===== config.mk =====
export PLATFORM = sky130hd
export DESIGN_NAME = max7219_scheduler_flat
export DESIGN_NICKNAME = d
export VERILOG_FILES = /design/src/rtl/max7219_pkg.sv /design/src/rtl/max7219_scheduler_if.sv /design/src/rtl/max7219_dirty_arb.sv /design/src/rtl/max7219_scheduler.sv /design/src/flat_wrapper.sv
export SDC_FILE = /design/constraint.sdc
export NUM_CORES = 1
export LEC_CHECK = 0
export BUFFER_PORTS_ARGS = -buffer_cell sky130_fd_sc_hd__buf_2
export CAP_MARGIN = 15
export CORE_UTILIZATION = 63
export CTS_BUF_LIST = sky130_fd_sc_hd__clkbuf_4 sky130_fd_sc_hd__clkbuf_8
export CTS_CLUSTER_DIAMETER = 60
export DETAILED_ROUTE_END_ITERATION = 6
export PLACE_DENSITY = 0.93
export RECOVER_POWER = 25
export SYNTH_ARGS = -nofsm -noshare
export SYNTH_HDL_FRONTEND = slang
export SYNTH_SLANG_ARGS = --single-unit

===== constraint.sdc =====
create_clock -name clk -period 3.19 [get_ports clk]
set_input_delay 0.4785 -clock clk [delete_from_list [all_inputs] [get_ports clk]]
set_output_delay 0.4785 -clock clk [all_outputs]
set_load 0.03 [all_outputs]

===== src/rtl/max7219_pkg.sv =====
// Shared constants, state encoding and frame payload for the MAX7219 update scheduler.
package max7219_pkg;

  localparam int unsigned DATA_W     = 8;
  localparam int unsigned INIT_FIXED = 5;

  localparam logic [DATA_W-1:0] REG_DECODE     = 8'h09;
  localparam logic [DATA_W-1:0] REG_INTENSITY  = 8'h0A;
  localparam logic [DATA_W-1:0] REG_SCAN_LIMIT = 8'h0B;
  localparam logic [DATA_W-1:0] REG_SHUTDOWN   = 8'h0C;
  localparam logic [DATA_W-1:0] REG_TEST       = 8'h0F;

  typedef enum logic [2:0] {
    INIT,
    IDLE,
    ISSUE,
    WAIT_ACK,
    WAIT_DONE
  } state_t;

  typedef struct packed {
    logic [DATA_W-1:0] addr;
    logic [DATA_W-1:0] data;
  } frame_t;

endpackage


===== src/rtl/max7219_scheduler_if.sv =====
// Register-write handshake between the scheduler and the MAX7219 serializer.
interface max7219_scheduler_if;
  import max7219_pkg::*;

  logic              max_start;
  logic [DATA_W-1:0] max_addr;
  logic [DATA_W-1:0] max_din;
  logic              max_busy;

  modport master (output max_start, max_addr, max_din, input max_busy);
  modport slave  (input max_start, max_addr, max_din, output max_busy);
endinterface


===== src/rtl/max7219_dirty_arb.sv =====
// Priority pick among pending writes: intensity first, then the lowest dirty digit.
module max7219_dirty_arb #(
  parameter int unsigned DIGIT_NUM = 8
) (
  input  logic [DIGIT_NUM-1:0] dirty,
  input  logic                 int_flag,
  output logic                 req_c,
  output logic                 sel_int_c,
  output logic [2:0]           sel_idx_c
);

  always_comb begin
    req_c     = int_flag | (|dirty);
    sel_int_c = int_flag;
    sel_idx_c = '0;
    // Walk downwards so the lowest set index is the last one written.
    for (int i = int'(DIGIT_NUM) - 1; i >= 0; i--) begin
      if (dirty[i]) sel_idx_c = 3'(i);
    end
  end

endmodule


===== src/rtl/max7219_scheduler.sv =====
// Schedules MAX7219 register writes: power-up sequence, then intensity/digit updates.
// Define MAX7219_SCHED_PERIODIC_REFRESH_EN to replay the power-up sequence every REFRESH_CYCLES.
module max7219_scheduler
  import max7219_pkg::*;
#(
  parameter int unsigned DIGIT_NUM      = 8,
  parameter int unsigned REFRESH_CYCLES = 1500000
) (
  input  logic                       clk,
  input  logic                       rst,
  input  logic                       digit_we,
  input  logic [2:0]                 digit_idx,
  input  logic [DATA_W-1:0]          digit_val,
  input  logic                       intensity_we,
  input  logic [3:0]                 intensity_in,
  max7219_scheduler_if.master        ser,
  output logic                       init_done,
  output logic                       pending
);

  localparam int unsigned IDX_W     = (DIGIT_NUM > 1) ? $clog2(DIGIT_NUM) : 1;
  localparam int unsigned ITEM_W    = 4;
  localparam int unsigned LAST_ITEM = INIT_FIXED + DIGIT_NUM - 1;

  state_t                state_q, state_d;
  logic [ITEM_W-1:0]     item_q, item_d;
  logic                  init_seq_q, init_seq_d;
  logic [DIGIT_NUM-1:0]  dirty_q, dirty_d, dirty_set, clr_dirty;
  logic                  int_flag_q, int_flag_d, clr_int;
  logic [3:0]            int_val_q;
  logic [DATA_W-1:0]     digit_mem [DIGIT_NUM];
  frame_t                frame_q, frame_d, init_frame, arb_frame;
  logic                  start_q;
  logic                  init_fin;
  logic                  refresh_req;
  logic                  digit_ok;
  logic                  arb_req, arb_sel_int;
  logic [2:0]            arb_sel_idx;

  assign digit_ok = digit_we && (32'(digit_idx) < DIGIT_NUM);

  always_comb begin
    dirty_set = '0;
    if (digit_ok) dirty_set[IDX_W'(digit_idx)] = 1'b1;
  end

  max7219_dirty_arb #(.DIGIT_NUM(DIGIT_NUM)) u_arb (
    .dirty     (dirty_q),
    .int_flag  (int_flag_q),
    .req_c     (arb_req),
    .sel_int_c (arb_sel_int),
    .sel_idx_c (arb_sel_idx)
  );

  // Power-up item table; items past the fixed block are the digit registers.
  always_comb begin
    init_frame = '{addr: 8'(item_q - ITEM_W'(INIT_FIXED - 1)),
                   data: digit_mem[IDX_W'(item_q - ITEM_W'(INIT_FIXED))]};
    case (item_q)
      4'd0: init_frame = '{addr: REG_SHUTDOWN,   data: 8'h01};
      4'd1: init_frame = '{addr: REG_SCAN_LIMIT, data: 8'(DIGIT_NUM - 1)};
      4'd2: init_frame = '{addr: REG_DECODE,     data: 8'hFF};
      4'd3: init_frame = '{addr: REG_TEST,       data: 8'h00};
      4'd4: init_frame = '{addr: REG_INTENSITY,  data: {4'h0, int_val_q}};
      default: ;
    endcase
  end

  always_comb begin
    if (arb_sel_int) arb_frame = '{addr: REG_INTENSITY, data: {4'h0, int_val_q}};
    else             arb_frame = '{addr: 8'(arb_sel_idx) + 8'd1,
                                   data: digit_mem[IDX_W'(arb_sel_idx)]};
  end

  always_comb begin
    state_d    = state_q;
    item_d     = item_q;
    init_seq_d = init_seq_q;
    frame_d    = frame_q;
    init_fin   = 1'b0;
    clr_int    = 1'b0;
    clr_dirty  = '0;
    case (state_q)
      INIT: begin
        if (!ser.max_busy) begin
          state_d = ISSUE;
          frame_d = init_frame;
        end
      end
      IDLE: begin
        if (refresh_req) begin
          state_d    = INIT;
          item_d     = '0;
          init_seq_d = 1'b1;
        end else if (arb_req && !ser.max_busy) begin
          state_d = ISSUE;
          frame_d = arb_frame;
          if (arb_sel_int) clr_int = 1'b1;
          else             clr_dirty[IDX_W'(arb_sel_idx)] = 1'b1;
        end
      end
      ISSUE:    if (ser.max_busy) state_d = WAIT_ACK;
      WAIT_ACK: if (ser.max_busy) state_d = WAIT_DONE;
      WAIT_DONE: begin
        if (!ser.max_busy) begin
          if (!init_seq_q) begin
            state_d = IDLE;
          end else if (item_q == ITEM_W'(LAST_ITEM)) begin
            state_d    = IDLE;
            init_seq_d = 1'b0;
            init_fin   = 1'b1;
          end else begin
            state_d = INIT;
            item_d  = item_q + ITEM_W'(1);
          end
        end
      end
      default: state_d = INIT;
    endcase
    // A strobe landing on the clearing cycle keeps its flag so the new value is resent.
    dirty_d    = (dirty_q & ~clr_dirty) | dirty_set;
    int_flag_d = (int_flag_q & ~clr_int) | intensity_we;
  end

  always_ff @(posedge clk) begin
    if (rst) begin
      state_q    <= INIT;
      item_q     <= '0;
      init_seq_q <= 1'b1;
      frame_q    <= '0;
      start_q    <= 1'b0;
      init_done  <= 1'b0;
      pending    <= 1'b1;
      dirty_q    <= '0;
      int_flag_q <= 1'b0;
      int_val_q  <= '0;
      for (int i = 0; i < int'(DIGIT_NUM); i++) digit_mem[i] <= '0;
    end else begin
      state_q    <= state_d;
      item_q     <= item_d;
      init_seq_q <= init_seq_d;
      frame_q    <= frame_d;
      start_q    <= (state_d == ISSUE);
      init_done  <= init_done | init_fin;
      pending    <= (|dirty_d) | int_flag_d | (state_d != IDLE);
      dirty_q    <= dirty_d;
      int_flag_q <= int_flag_d;
      if (intensity_we) int_val_q <= intensity_in;
      if (digit_ok) digit_mem[IDX_W'(digit_idx)] <= digit_val;
    end
  end

  assign ser.max_start = start_q;
  assign ser.max_addr  = frame_q.addr;
  assign ser.max_din   = frame_q.data;

`ifdef MAX7219_SCHED_PERIODIC_REFRESH_EN
  localparam int unsigned CNT_W = (REFRESH_CYCLES > 1) ? $clog2(REFRESH_CYCLES) : 1;

  logic [CNT_W-1:0] refresh_cnt_q;
  logic             refresh_req_q;

  // Counter idles at 0 until the first power-up sequence finishes.
  always_ff @(posedge clk) begin
    if (rst) begin
      refresh_cnt_q <= '0;
      refresh_req_q <= 1'b0;
    end else begin
      if (!init_done || refresh_cnt_q == CNT_W'(REFRESH_CYCLES - 1)) refresh_cnt_q <= '0;
      else refresh_cnt_q <= refresh_cnt_q + CNT_W'(1);
      if (init_done && refresh_cnt_q == CNT_W'(REFRESH_CYCLES - 1)) refresh_req_q <= 1'b1;
      else if (state_q == IDLE) refresh_req_q <= 1'b0;
    end
  end

  assign refresh_req = refresh_req_q;
`else
  assign refresh_req = 1'b0;
`endif

endmodule


===== src/flat_wrapper.sv =====
// flat-port wrapper written by rule: the top's interface ports become plain ports
module max7219_scheduler_flat import max7219_pkg::*;
#(
  parameter int unsigned DIGIT_NUM      = 8,
  parameter int unsigned REFRESH_CYCLES = 1500000
)
  (clk, rst, digit_we, digit_idx, digit_val, intensity_we, intensity_in, init_done, pending, ser_max_start, ser_max_addr, ser_max_din, ser_max_busy);
  max7219_scheduler_if ser_i ();
  input  logic clk;
  input  logic rst;
  input  logic digit_we;
  input  logic [2:0] digit_idx;
  input  logic [DATA_W-1:0] digit_val;
  input  logic intensity_we;
  input  logic [3:0] intensity_in;
  output logic init_done;
  output logic pending;
  output wire logic [$bits(ser_i.max_start)-1:0] ser_max_start;
  output wire logic [$bits(ser_i.max_addr)-1:0] ser_max_addr;
  output wire logic [$bits(ser_i.max_din)-1:0] ser_max_din;
  input wire logic [$bits(ser_i.max_busy)-1:0] ser_max_busy;
  assign ser_max_start = ser_i.max_start;
  assign ser_max_addr = ser_i.max_addr;
  assign ser_max_din = ser_i.max_din;
  assign ser_i.max_busy = ser_max_busy;
  max7219_scheduler #(.DIGIT_NUM(DIGIT_NUM), .REFRESH_CYCLES(REFRESH_CYCLES)) u_core (.clk(clk), .rst(rst), .digit_we(digit_we), .digit_idx(digit_idx), .digit_val(digit_val), .intensity_we(intensity_we), .intensity_in(intensity_in), .ser(ser_i), .init_done(init_done), .pending(pending));
endmodule

# Word-level counts from Yosys, hierarchy flattened
# Memory sizes are Yosys's and may differ from the RTL's.
# Index checks and enable logic that the tools add are counted.
# Widths: inputs -> output; s select.
word_totals:
  reg_bits: 40
  mem_bits_rw: 64
  inputBits: 20
  output_inout_bits: 19
  elab_cells: 104
  mem_count: 1
mem_list:
  columns: ["name", "words", "width", "rd", "rd_clocked_by_memory_dff", "wr", "line", "text"]
  rows:
  - ["u_core.digit_mem", 8, 8, 2, 0, 8, "max7219_scheduler.sv:31", "logic [DATA_W-1:0] digit_mem [DIGIT_NUM];"]
classes:
  addsub: 4
  magnitude_cmp: 4
  n_eq_ne: 13
  muxes: 46
  bitwise_logic: 12
  n_reduce_logical: 13
op_table:
  columns: ["cell", "count"]
  rows:
  - ["$pmux 16 s5", 1]
  - ["$mux 16", 3]
  - ["$mux 3", 15]
  - ["$mux 8", 5]
  - ["$pmux 16 s2", 1]
  - ["$reduce_or 8->1", 3]
  - ["$mux 1", 18]
  - ["$pmux 3 s5", 1]
  - ["$eq 3x2->1 const B", 3]
  - ["$and 8x8->8", 1]
  - ["$eq 4x2->1 const B", 2]
  - ["$lt 3x4->1 const B", 2]
  - ["$not 8->8", 1]
  - ["$or 8x8->8", 1]
  - ["$demux 1 s3", 2]
  - ["$ge 3x1->1 const B", 2]
  - ["$or 1x1->1", 5]
  - ["$sub 4x3->5 const B", 1]
  - ["$add 3x1->4 const B", 1]
  - ["$add 4x1->4 const B", 1]
  - ["$eq 4x1->1 const B", 1]
  - ["$eq 4x3->1 const B", 1]
  - ["$eq 4x4->1 const B", 1]
  - ["$logic_not 4->1", 1]
  - ["other kinds (15)", 19]

# Longest topological paths before layout
# Gate-level depths: netlist of run 1.
logic_depth:
  word_depth: 21
  mapped_depth: 11
  ltp_nobuf: 9

# By module
# A second synthesis of run 1 with hierarchy kept.
hier_totals:
  cells_unflattened: 506
  hier_area_um2: 5561.6
modules_own_cells:
  columns: ["module", "instances", "cells_each", "area_per_inst_um2", "seq_area_each_um2"]
  rows:
  - ["max7219_scheduler", 1, 490, 5471.5, 2662.6]
  - ["max7219_dirty_arb", 1, 16, 90.1, 0.0]

# Worst setup path after synthesis of run 1
# Ideal clock, no wire load.
synth_timing:
  path_type: "reg-to-reg"
  startpoint: "reg u_core.item_q[0]"
  endpoint: "reg u_core.frame_q, in the netlist u_core.ser.max_din[0]"
  setup_time_ns: 0.132
  t_arrival_ns: 2.651
  required_ns: 3.058
  setup_slack_ns: 0.407
  stages_incl_launch_ff: 12
  n_path_buf: 3
  synth_period_minus_slack_ns: 2.783
  path_cell_list: "dfxtp_1 buf_2 clkbuf_1 inv_1 ha_1 clkbuf_1 mux4_2 mux2_2 a221oi_1 a31oi_1 o2111ai_1 a21oi_1"
synth_via:
  elab_chain_cells: 5
  elab_cells_between_ends: 10
  classes_between: "add/sub (1); eq/ne (4); mux (3); reduce/logical (1); memory (1)"
synth_lines:
  columns: ["element", "line", "text"]
  rows:
  - ["start, declared", "max7219_scheduler.sv:26", "logic [ITEM_W-1:0] item_q, item_d;"]
  - ["start signal, assigned", "max7219_scheduler.sv:140", "item_q <= item_d;"]
  - ["$sub 3x3->3", "max7219_scheduler.sv:58", "data: digit_mem[IDX_W'(item_q - ITEM_W'(INIT_FIXED))]};"]
  - ["$mem_v2 8x8", null, null]
  - ["$pmux 16 s5 (*)", "max7219_scheduler.sv:59", "case (item_q)"]
  - ["$mux 16 (*)", "max7219_scheduler.sv:85", "if (!ser.max_busy) begin"]
  - ["$pmux 16 s2 (*)", "max7219_scheduler.sv:83", "case (state_q)"]
  - ["end signal, assigned", "max7219_scheduler.sv:142", "frame_q <= frame_d;"]
  - ["end, declared", "max7219_scheduler.sv:32", "frame_t frame_q, frame_d, init_frame, arb_frame;"]
# Every way passes the cells marked *; elsewhere a longest branch is shown, timed or not. The select of a mux whose other input is x is not followed.
# A chain may end at the register's enable or synchronous reset.

# Worst setup path in the final report of run 1
layout_timing:
  startpoint: "reg u_core.state_q[0]"
  endpoint: "reg u_core.frame_q, in the netlist u_core.ser.max_din[3]"
layout_via:
  elab_chain_cells: 3
  elab_cells_between_ends: 7
  classes_between: "eq/ne (3); mux (1); reduce/logical (3)"
layout_lines:
  columns: ["element", "line", "text"]
  rows:
  - ["start, declared", "max7219_scheduler.sv:25", "state_t state_q, state_d;"]
  - ["start signal, assigned", "max7219_scheduler.sv:139", "state_q <= state_d;"]
  - ["$eq 3x1->1 / $logic_not 3->1 (equally long branches)", "max7219_scheduler.sv:83", null]
  - ["$ne 2x1->1 (no line), or another cell as far along", null, null]
  - ["$reduce_and 3->1 (no line)", null, null]
# Parallel ways exist; a longest one is shown, timed or not.

==> results.cfg, run 1 <==
[logic_synthesis]
synthCells = 544
yosysMostFrequentCell = and2_1
syn_avg_cell_area_um2 = 10.3
synthesis.nets = 573
synth_flop_cell = edfxtp_1
synth_top_family_by_area = simple AND/OR/NAND/NOR gates
synth_edf_count = 64
async_reset_ff_share_pct = 0
synth_area_um2 = 5580
synth.largest_area_cell = edfxtp_1
yosys.area_share.xor_xnor_pct = 0.942
synth_mux_area_share_pct = 6.06
synth_compound_area_share_pct = 17.3
yosysSeqAreaShare_pct = 47.7
synthAdderAreaFrac_pct = 2.02
yosys_warnings = 0
synthTopCellsByArea = edfxtp_1 34%, dfxtp_1 13%, and2_1 7.5%
synth_top_area_share_pct = 34.5
ys_seq_elements = 101
synth_cell_types = 76
yosys.area_share.simple_pct = 22.4
ys_top_cells_by_count = 67 x and2_1, 64 x edfxtp_1, 54 x nand2_1

[timing]
finalMaxSlewViolations = 40
whs_ps = 342
rsz0062_at_grt = false
fin_skew_ps = 17.1
setup_viol = 0
fin_crit_sh_pct = 84.6
min_period_ps = 2700
max_slew_margin_pct = -18.6
fmax_ghz = 0.371
worst_pin_slew_ps = 1780
fin_tns_setup_ps = 0
hold_violations = 0

[clock_network]
cts_root_buf = clkbuf_8
postCtsSetupBuffers = 0
numCtsBuffers = 9
clk_latency_ps = 390
cts_buffer_depth = 2
clk_pin_slew_ps = 100
cts_tree = built
post_cts_resized = 0
clock-sinks = 101
htreeDepth = 3
ctsHoldBuffers = 0

[power]
switching_power_uw = 810
swShare_pct = 29.1
total_power_mw = 2.79
cellPowerDensity_nw_per_um2 = 462
intPower_mw = 1.98
comb_power_share_pct = 12.7
leakagePower_nw = 2.20
pwr-share-clk_pct = 32.5
irDropWorstVdd_uv = 340
seqPwrFrac_pct = 54.8

[worst_hold_path]
min_from = intensity_in[0]
hold_path_class = in -> reg

[final_layout]
syn_to_final_growth_pct = 8.26
drive_above_1_share_pct = 15.7
fin_nets = 604
diodes = 0

[grt]
grt_pass1_wl_mm = 22.4
first_global_vias = 4357
antenna_found_initial = 0
grt_max_degree = 40
grt_overflow_total = 0
track_usage_pct = 32.8

[outcome]
status = complete, but fails checks
failed_checks = DRC, capacitance limit, slew limit

[route]
via_per_inst = 6.93
drt-total-wl_mm = 14.4
num_vias = 4748
final_antenna_net_count = 0
dr.pass1.iters = 7
drc_errors = 1
drt-initial-drc-count = 821
wl_per_cell_um = 21.0

[critical_path]
r2r-start = u_core.state_q[0]$_SDFF_PP0_
path_max_fanout = 14
critPathKind = reg -> reg
endpoint_kind = register
cp.arrival_ps = 2970
critPathSlowestCell = a21oi_1
startpoint_type = register
path_delay_family = compound AO/OA/AOI/OAI gates
critical-path-max-stage-delay_ps = 550
crit_start = u_core.state_q[0]$_SDFF_PP0_
path_cells = or3b_4 -> or2_1 -> a21oi_1 -> o211ai_1 -> o2111a_1 -> a32o_1
cp.required_ps = 3470
cp_num_buf_inv = 0

[die]
initial_utilization_pct = 66.5
die_w_um = 96.1
fp-row-count = 33
core-area_um2 = 8380
die_h_um = 96.1
die-area_um2 = 9230
num_io_pins = 39

[placed_design]
hpwl_mm = 10.7
place_congestion = 0.943
io_buffers = 38

[job]
max_cap_viol_count = 1
layout make-up:
class                           instances  area (um2)
Clock buffer                            9         124
Clock inverter                          7        97.6
Fill cell                             597        2340
Inverter                                9        33.8
Multi-Input combinational cell        403        2720
Sequential cell                       101        2660
Tap cell                              105         131
Timing Repair Buffer                   51         270
placed cells by master (no fill, tap or decap), types with 6 or more instances in the layout:
master and instances:
and2_1 57, nand2b_1 6, clkbuf_8 9, nand3_1 13
buf_2 39, a21oi_1 25, nand4_1 12, buf_4 8
mux4_2 10, ha_1 9, and2_0 10, edfxtp_1 64
mux2i_1 9, o21ai_0 10, nor2_1 42, inv_1 6
a22oi_1 11, nand2_1 54, o22ai_1 10, nor3_1 12
a31oi_1 6, dfxtp_1 37
final timing paths:
path / to / slack, ps / depth (start not counted)
max reg2reg: u_core.ser.max_din[3]$_SDFFE_PP0P_ / 490 / 6
min reg2reg: u_core.ser.max_addr[1]$_SDFFE_PP0P_ / 460 / 2
min: u_core.int_val_q[0]$_SDFFE_PP0P_ / 340 / 3
max: u_core.ser.max_din[3]$_SDFFE_PP0P_ / 490 / 6
metal layers:
metal	track usage [%]	vias up	part of all wire [%]	routed length, um
met1	43.6	2198	39	5620
met4	13.9	0	2.9	417
li1	-	2107	-	-
met5	0	-	0	0
met2	51.5	389	46	6600
met3	7.58	54	12	1780
power groups by stage:
| stage | combinational, mW | sequential, mW | clock, mW |
|---|---|---|---|
| final | 0.355 | 1.53 | 0.905 |
| after CTS | 0.346 | 1.52 | 0.903 |
| after detailed placement | 0.342 | 1.55 | 0 |
| after global routing | 0.381 | 1.53 | 0.948 |
| after floorplan | 0.236 | 1.54 | 0 |
| after global placement | 0.334 | 1.55 | 0 |
state kept, by name (all words and copies together), names as in the netlist, 3 cells and up:
name	cells
u_core.ser.max_addr	5
u_core.digit_mem	64
u_core.item_q	4
u_core.dirty_q	8
u_core.int_val_q	4
u_core.state_q	3
u_core.ser.max_din	8
per-stage QoR:
stage / area (um2) / setup slack, ps / std cells / util [%]
after global routing: 6040 / 444 / 685 / 72.0
final: 6040 / 492 / 685 / 72.0
after global placement: 5820 / 707 / 667 / 69.4
after floorplan: 5580 / 407 / 544 / -
after CTS: 6040 / 639 / 683 / 72.1
after detailed placement: 5820 / 667 / 667 / 69.4
kinds of logic (layout without fill, tap and decap cells):
group,count (synthesis),in the layout
and+or+nand+nor,237,237
AOI/OAI and AO/OA,130,130
DFF,101,101
buffers and inverters,40,76
muxes,21,21
adders and majority gates,9,9
xor gates and xnor gates,6,6
worst min-delay path, cell delays in order:
cell,delay [ps]
buf_2,70
mux2i_1,50
nor2_1,80
No activity file was read; power rests on OpenSTA's default activity.
==> run 2, diff against run 1 <==
clock period = 2.8 ns   (was 3.19 ns; I/O delays follow)
==> run 2 against run 1 <==
The run still ends with DRC, capacitance limit, slew limit left. Wire length up 6.0%. Non-clock buffer count is 3 higher. First-iteration DRC count down 1.8%. Setup slack lost 260 ps. Design area is 0.19% lower. Via count grew 2.3%. Hold slack lost 65 ps. Clock power is 5.1% higher. Sequential cell count unchanged. Critical endpoint unchanged. Largest power group unchanged.
==> results.cfg, run 2 (synthesis gave the netlist of run 1 again) <==
[outcome]
status = complete, but fails checks
failed_checks = DRC, capacitance limit, slew limit

[route]
drc_errors = 4
drt-total-wl_mm = 15.3
dr.pass1.iters = 7
final_antenna_net_count = 0
num_vias = 4858
drt-initial-drc-count = 806
via_per_inst = 7.06
wl_per_cell_um = 22.2

[die]
initial_utilization_pct = 66.5
core-area_um2 = 8380
num_io_pins = 39
die_h_um = 96.1
die_w_um = 96.1
die-area_um2 = 9230
fp-row-count = 33

[clock_network]
cts_tree = built
postCtsSetupBuffers = 0
clk_pin_slew_ps = 110
cts_buffer_depth = 2
post_cts_resized = 0
ctsHoldBuffers = 0
numCtsBuffers = 9
htreeDepth = 3
clk_latency_ps = 380
clock-sinks = 101
cts_root_buf = clkbuf_8

[critical_path]
critPathSlowestCell = dfxtp_1
critical-path-max-stage-delay_ps = 540
reg2reg_slack_ps = 230
critPathKind = reg -> reg
path_delay_family = compound AO/OA/AOI/OAI gates
endpoint_kind = register
path_cells = or3b_4 -> or2_1 -> a21oi_1 -> o211ai_1 -> o2111a_1 -> a32o_1
startpoint_type = register
cp.arrival_ps = 2840
cp.required_ps = 3070
path_max_fanout = 14
cp_num_buf_inv = 0

[final_layout]
diodes = 0
fillers = 602
top_register = u_core.digit_mem
layout_commonest_cell = edfxtp_1
syn_to_final_growth_pct = 8.05
largest_register_ffs = 64
drive_above_1_share_pct = 13.4
stdcell_count = 688
final_cell_mix = 64 x edfxtp_1, 54 x nand2_1, 48 x and2_1, 42 x nor2_1, 37 x dfxtp_1
multi_input_area_um2 = 2720
seq_area_um2 = 2660
fin_nets = 607
fin_area_um2 = 6030

[power]
leakagePower_nw = 2.14
irDropWorstVdd_uv = 316
cellPowerDensity_nw_per_um2 = 516
comb_power_share_pct = 13.1
intPower_mw = 2.17
total_power_mw = 3.11
swShare_pct = 30.3
switching_power_uw = 941
pwr-share-clk_pct = 30.6
seqPwrFrac_pct = 56.3

[job]
max_cap_viol_count = 1

[timing]
worst_pin_slew_ps = 1570
rsz0062_at_grt = false
finalMaxSlewViolations = 33
whs_ps = 277
setup_viol = 0
fin_crit_sh_pct = 91.8
max_slew_margin_pct = -4.65
fin_skew_ps = 9.93
fmax_ghz = 0.389
min_period_ps = 2570
hold_violations = 0
fin_tns_setup_ps = 0

[placed_design]
place_congestion = 0.959
hpwl_mm = 11.2
io_buffers = 38
dpl-instance-area_um2 = 5860
dp.cells = 672

[worst_hold_path]
hold_path_class = in -> reg

[grt]
track_usage_pct = 34.9
grt_max_degree = 33
grt_overflow_total = 0
antenna_found_initial = 0
first_global_vias = 4480
grt_pass1_wl_mm = 23.7
## run 2: changes by cell type in the layout (fill, tap and decap cells not counted)
cell	previous run	this run
and2_0	10	19
and2_1	57	48
buf_2	39	21
buf_4	8	13
bufinv_16	1	0
clkbuf_1	4	20
clkinv_4	1	0
clkinv_8	1	2
inv_6	1	4
inv_8	3	1
## run 2: per-stage QoR
stage,utilization [%],setup WS [ps]
4_1_cts,72.3,322
2_1_floorplan,-,17.0
3_3_place_gp,69.9,403
3_5_place_dp,69.9,348
6_report,71.9,230
5_1_grt,71.9,152
## run 2: worst min-delay path: cells and delay by family
kind          cells  cell delay [ps]
buf+inv           1               70
mux               1               50
simple gates      1               70
## run 2: power groups by stage
stage	Sequential, mW	Combinational [mW]	Clock, mW
final	1.75	0.406	0.951
after global routing	1.75	0.435	1.01
after CTS	1.74	0.397	0.947
after detailed placement	1.77	0.393	0
after global placement	1.76	0.380	0
after floorplan	1.75	0.269	0
## run 2: final cells by class
class / instances / area share [%]
clock inverters: 7 / 1.31
well taps: 105 / 2.18
flip-flops and latches: 101 / 44.2
repair buffers: 54 / 4.61
multi-input cells: 403 / 45.1
inverters: 9 / 0.561
clock buffers: 9 / 2.06
## run 2: metal layers
layer	vias up	part of all wire (%)	GRT usage, %
li1	2110	-	-
met1	2260	37	45.0
met2	395	46	56.2
met3	93	12	9.40
met4	0	4.6	13.6
met5	-	0	0
## run 2: worst paths after layout
kind	to	cells after the start	startpoint
max	u_core.ser.max_din[3]$_SDFFE_PP0P_	6	u_core.state_q[0]$_SDFF_PP0_
min	u_core.int_val_q[0]$_SDFFE_PP0P_	3	intensity_in[0]
max reg2reg	u_core.ser.max_din[3]$_SDFFE_PP0P_	6	u_core.state_q[0]$_SDFF_PP0_
min reg2reg	u_core.ser.max_addr[1]$_SDFFE_PP0P_	2	u_core.ser.max_addr[1]$_SDFFE_PP0P_
